## config.mk

```make
export PLATFORM = sky130hd
export DESIGN_NAME = mag_compare_seq
export DESIGN_NICKNAME = d
export VERILOG_FILES = /design/src/rtl/mag_compare_seq.sv
export SDC_FILE = /design/constraint.sdc
export NUM_CORES = 1
export LEC_CHECK = 0
export ABC_CLOCK_PERIOD_IN_PS = 2000
export CORE_UTILIZATION = 40
export DETAILED_ROUTE_END_ITERATION = 8
export HOLD_SLACK_MARGIN = 0.02
export MAX_ROUTING_LAYER = met4
export PLACE_DENSITY_LB_ADDON = 0.05
export SYNTH_ARGS = -nofsm -noshare
export SYNTH_HDL_FRONTEND = slang
export SYNTH_SLANG_ARGS = --single-unit
```

## constraint.sdc

```tcl
create_clock -name clk -period 2 [get_ports clk]
set_input_delay 0.4 -clock clk [delete_from_list [all_inputs] [get_ports clk]]
set_output_delay 0.4 -clock clk [all_outputs]
set_load 0.01 [all_outputs]
```

## src/rtl/mag_compare_seq.sv

```systemverilog
`default_nettype none
// ============================================================================
// Module   : mag_compare_seq
// Brief    : Digit-serial magnitude comparator, MSB digit first, with a
//            valid/ready handshake on both sides. Optional signed compare is
//            enabled by defining CMP_SIGNED_EN.
// Revision : 1.0 - initial release
// ============================================================================
module mag_compare_seq #(
    parameter int WIDTH = 8,
    parameter int DIGIT = 2
) (
    input  logic             clk,
    input  logic             rst,
    input  logic             in_valid,
    output logic             in_ready,
    input  logic [WIDTH-1:0] A,
    input  logic [WIDTH-1:0] B,
`ifdef CMP_SIGNED_EN
    input  logic             signed_mode,
`endif
    output logic             out_valid,
    input  logic             out_ready,
    output logic             A_gt_B,
    output logic             A_eq_B,
    output logic             A_lt_B
);

    localparam int NDIG  = WIDTH / DIGIT;
    localparam int CNT_W = (NDIG > 1) ? $clog2(NDIG) : 1;
    localparam logic [CNT_W-1:0] LAST_CNT = CNT_W'(NDIG - 1);
    localparam logic [WIDTH-1:0] MSB_MASK = ~({WIDTH{1'b1}} >> 1);

    typedef enum logic [1:0] {
        S_IDLE = 2'd0,
        S_CMP  = 2'd1,
        S_DONE = 2'd2
    } state_t;

    state_t           state_q, state_d;
    logic [WIDTH-1:0] a_q, a_d;
    logic [WIDTH-1:0] b_q, b_d;
    logic [CNT_W-1:0] cnt_q, cnt_d;
    logic             gt_q, gt_d;
    logic             eq_q, eq_d;
    logic             lt_q, lt_d;

    logic             w_sm;
    logic [WIDTH-1:0] w_flip;
    logic [DIGIT-1:0] w_da;
    logic [DIGIT-1:0] w_db;

`ifdef CMP_SIGNED_EN
    assign w_sm = signed_mode;
`else
    assign w_sm = 1'b0;
`endif

    // Inverting the sign bit maps two's-complement order onto unsigned order.
    assign w_flip = w_sm ? MSB_MASK : '0;
    assign w_da   = a_q[WIDTH-1 -: DIGIT];
    assign w_db   = b_q[WIDTH-1 -: DIGIT];

    always_comb begin
        state_d = state_q;
        a_d     = a_q;
        b_d     = b_q;
        cnt_d   = cnt_q;
        gt_d    = gt_q;
        eq_d    = eq_q;
        lt_d    = lt_q;
        case (state_q)
            S_IDLE: begin
                if (in_valid) begin
                    a_d     = A ^ w_flip;
                    b_d     = B ^ w_flip;
                    cnt_d   = '0;
                    gt_d    = 1'b0;
                    eq_d    = 1'b0;
                    lt_d    = 1'b0;
                    state_d = S_CMP;
                end
            end
            S_CMP: begin
                if (w_da != w_db) begin
                    gt_d    = (w_da > w_db);
                    lt_d    = (w_da < w_db);
                    state_d = S_DONE;
                end else if (cnt_q == LAST_CNT) begin
                    eq_d    = 1'b1;
                    state_d = S_DONE;
                end else begin
                    a_d   = a_q << DIGIT;
                    b_d   = b_q << DIGIT;
                    cnt_d = cnt_q + CNT_W'(1);
                end
            end
            S_DONE: begin
                // Flags drop with out_valid so they are never seen outside DONE.
                if (out_ready) begin
                    gt_d    = 1'b0;
                    eq_d    = 1'b0;
                    lt_d    = 1'b0;
                    state_d = S_IDLE;
                end
            end
            default: begin
                state_d = S_IDLE;
            end
        endcase
    end

    always_ff @(posedge clk or posedge rst) begin
        if (rst) begin
            state_q <= S_IDLE;
            a_q     <= '0;
            b_q     <= '0;
            cnt_q   <= '0;
            gt_q    <= 1'b0;
            eq_q    <= 1'b0;
            lt_q    <= 1'b0;
        end else begin
            state_q <= state_d;
            a_q     <= a_d;
            b_q     <= b_d;
            cnt_q   <= cnt_d;
            gt_q    <= gt_d;
            eq_q    <= eq_d;
            lt_q    <= lt_d;
        end
    end

    assign in_ready  = (state_q == S_IDLE);
    assign out_valid = (state_q == S_DONE);
    assign A_gt_B    = gt_q;
    assign A_eq_B    = eq_q;
    assign A_lt_B    = lt_q;

endmodule
`default_nettype wire

```

==> flow_summary_export.csv <==
group,metric,value,unit
run_status,status,"finished, final reports clean",
synth,ys_seq_elements,23,
synth,synth_mux_area_frac,0.0169,
setup_path,timing.critical_path.buf_inv,1,
run,max_cap_viol_count,0,
synth,syn-cell-area,0.00118,sq mm
synth,yosysWarnings,0,
clock_tree,clk_path_buf_depth,2,
grt,grt_pass1_vias,843,
setup_path,reg2reg_depth,4,
floorplanning,start_util,0.425,
synth,synth_compound_area_frac,0.287,
grt,grt_antenna_before_repair,0,
floorplanning,die_y,56.4,microns
placed_design,placed_cells,157,
clock_tree,htree_num_levels,1,
final_layout,instances_no_fill,164,
clock_tree,cts_sinks,23,
floorplanning,pin_count,25,
route,routed_wl,2430,microns
setup_path,cpPeakStageDelay,560,ps
final_layout,drive_above_1_share,0.128,
synth,dominantRegCellSynth,"dfrtp_1",
clock_tree,cts-root-buf,"clkbuf_4",
timing,maxSlewViolCount,0,
synth,ys_top_cells_by_area,"dfrtp_1 (49%), o32a_1 (8.5%), o21a_1 (6.3%), o2bb2ai_1 (4.4%), ha_1 (3.2%)",
setup_path,endpoint_kind,"output pin",
timing,final_hold_viol_count,0,
route,drc,0,
setup_path,endpoint,"out_valid",
synth,yosysUniqueCellTypes,29,
route,vias_per_cell,5.63,
synth,synthSimpleGateAreaFrac,0.119,
power,power_per_cell_area,1370,mW/mm^2
synth,netlist.area_leader.share,0.487,
synth,yosys.area.top_type,"dfrtp_1",
timing,min_period,1910,ps
setup_path,crit_cells,2,
clock_tree,cts.hold.buffers_added,0,
setup_path,critPathKind,"reg2out",
final_layout,synthToLayoutAreaGrowth,27.4,%
synth,synth_top_cells_by_count,"dfrtp_1 (23), o21a_1 (10), o32a_1 (10)",
grt,grt_start_max_net_pins,24,
setup_path,critPathArrivalTime,1510,ps
placed_design,port_buffers,24,
setup_path,start_kind,"flip-flop",
min_path,min_path_type,"in2async",
setup_path,path_max_fanout,6,
grt,grt_usage,0.170,
placed_design,place_hpwl,1780,microns
route,drtIter0Drc,18,
clock_tree,cts_buffers,3,
timing,worst_slew_pin_slew,570,ps
floorplanning,core-area,0.00278,sq mm
timing,max_freq,0.522,GHz
timing,final.setup.tns,0,ps
power,total_power,2.06,mW
route,wl_per_cell,14.8,microns
synth,synthXorXnorAreaFrac,0,
grt,globalRoute.totalOverflow,0,
synth,synth_nets,126,
synth,synth_edf_count,0,
power,p_leak,0.637,nW
synth,synth_fa_ha_area_frac,0.0317,
timing,rsz0062_at_grt,"no",
grt,grt_pass1_wl,3970,microns
setup_path,reg2reg_to,"cnt_q[0]$_DFFE_PP0P_",
clock_tree,cts.reportedPaths.clkPinSlew,130,ps
synth,syn-mean-instance-area,11.5,sq um
synth,yosysMostFrequentCell,"dfrtp_1",
final_layout,fillCellCount,255,
timing,finClkSkew,6.44,ps
floorplanning,die_x,56.4,microns
floorplanning,dieArea,0.00318,sq mm
setup_path,crit_start,"state_q[0]$_DFFE_PP0P_",
synth,synthArstFlopShare,1.00,
setup_path,r2r-start,"a_q[7]$_DFFE_PP0P_",
synth,ys_seq_area_frac,0.487,
setup_path,r2r_slack,270,ps
clock_tree,cts_tree,"done",
route,detailroute.via_count,924,
synth,syn-instance-count,103,
setup_path,crit_chain,"nor2b_1 -> clkdlybuf4s50_1",
timing,timing.hold.ws,412,ps
clock_tree,worstSkewPairLatency,320,ps
floorplanning,rows,19,
setup_path,slowest_stage,"clkdlybuf4s50_1",
timing,period_share,0.957,
timing,setup_viol_count_final,0,
timing,relSlewSlack,0.620,
placed_design,gp_congestion,0.729,
synth,synth_top_family_by_area,"compound AO/OA/AOI/OAI gates",
setup_path,required,1600,ps
power,ir_drop,0.698,mV
setup_path,cp_top_family,"buffers and inverters",
final_layout,nets,157,
route,drtAntennaViolNets,0,
final_layout,antenna_cells,0,
route,dr.pass1.iters,4,
==> tightest hold or removal path: cells and delay by family <==
kind / cells / cell delay [ps]
buf+inv: 3 / 730
==> report_power, final <==
part	total [mW]	switching [mW]	internal, mW
Clock	0.221	0.143	0.0780
Combinational	1.02	0.493	0.530
Sequential	0.815	0.140	0.676
Total	2.06	0.776	1.28
==> how the worst min path moves through the flow <==
stage | slack [ps] | cells past startpoint | to | startpoint
detailed placement | 480 | 1 | cnt_q[0]$_DFFE_PP0P_ | cnt_q[0]$_DFFE_PP0P_
global placement | 470 | 1 | cnt_q[0]$_DFFE_PP0P_ | cnt_q[0]$_DFFE_PP0P_
CTS | 420 | 3 | b_q[6]$_DFFE_PP0P_ | rst
global route | 460 | 3 | A_lt_B$_DFFE_PP0P_ | rst
finish | 410 | 3 | A_lt_B$_DFFE_PP0P_ | rst
floorplan | 400 | 1 | A_eq_B$_DFFE_PP0P_ | rst
==> repair_timing <==
item | 4_1_cts | 5_1_grt
buffers inserted | 0 | 3
gates cloned | 0 | 0
endpoints found under the setup margin | 1 | 1
resized for setup | 2 | 0
==> per-layer routing <==
| layer | share of wire | up-vias | track usage |
|---|---|---|---|
| met2 | 0.47 | 26 | 0.262 |
| met3 | 0.039 | 5 | 0.0207 |
| met5 | 0 | - | - |
| met1 | 0.47 | 443 | 0.221 |
| li1 | - | 450 | - |
| met4 | 0.020 | 0 | 0.0836 |
==> metrics by stage <==
step            util  setup slack [ps]  instance area (sq um)
6_report       0.542              85.3                   1510
5_1_grt        0.542              7.90                   1510
4_1_cts        0.534              4.72                   1480
3_5_place_dp   0.523               115                   1460
3_3_place_gp   0.523               131                   1460
2_1_floorplan      -               482                   1180
==> cell type report <==
type | instances | area [sq um] | area share
clock buffer | 4 | 26.3 | 0.0174
inverter | 7 | 26.3 | 0.0174
multi-input combinational | 67 | 537 | 0.356
sequential | 23 | 578 | 0.384
tap | 31 | 38.8 | 0.0257
timing repair buffer | 32 | 300 | 0.199
==> registers in the layout, indices dropped and copies added, names as in the netlist <==
signal / count
a_q: 8
A_lt_B: 1
A_gt_B: 1
b_q: 8
state_q: 2
A_eq_B: 1
cnt_q: 2
==> layout by cell type (no fill, tap or decap), types with 2 or more instances in the layout <==
cell / netlist / layout
o32a_1: 10 / 10
o21ai_0: 2 / 2
mux2i_1: 2 / 2
nand2b_1: 2 / 2
nor3_1: 2 / 2
nor2b_1: 2 / 2
ha_1: 3 / 3
inv_1: 7 / 7
clkbuf_4: 0 / 3
o2bb2ai_1: 6 / 6
buf_4: 1 / 8
a311oi_2: 2 / 2
a21oi_1: 5 / 5
o21a_1: 10 / 10
and2_1: 2 / 2
nor2_1: 6 / 6
and2b_1: 4 / 4
dfrtp_1: 23 / 21
clkdlybuf4s50_1: 0 / 24
dfrtp_2: 0 / 2
==> cell families after synthesis <==
kind of cell,after synthesis
compound gates,41
fa+ha+maj,3
buf+inv,13
flops,23
mux,2
simple gates,21
Note: power is estimated with default switching activity, not from simulation.
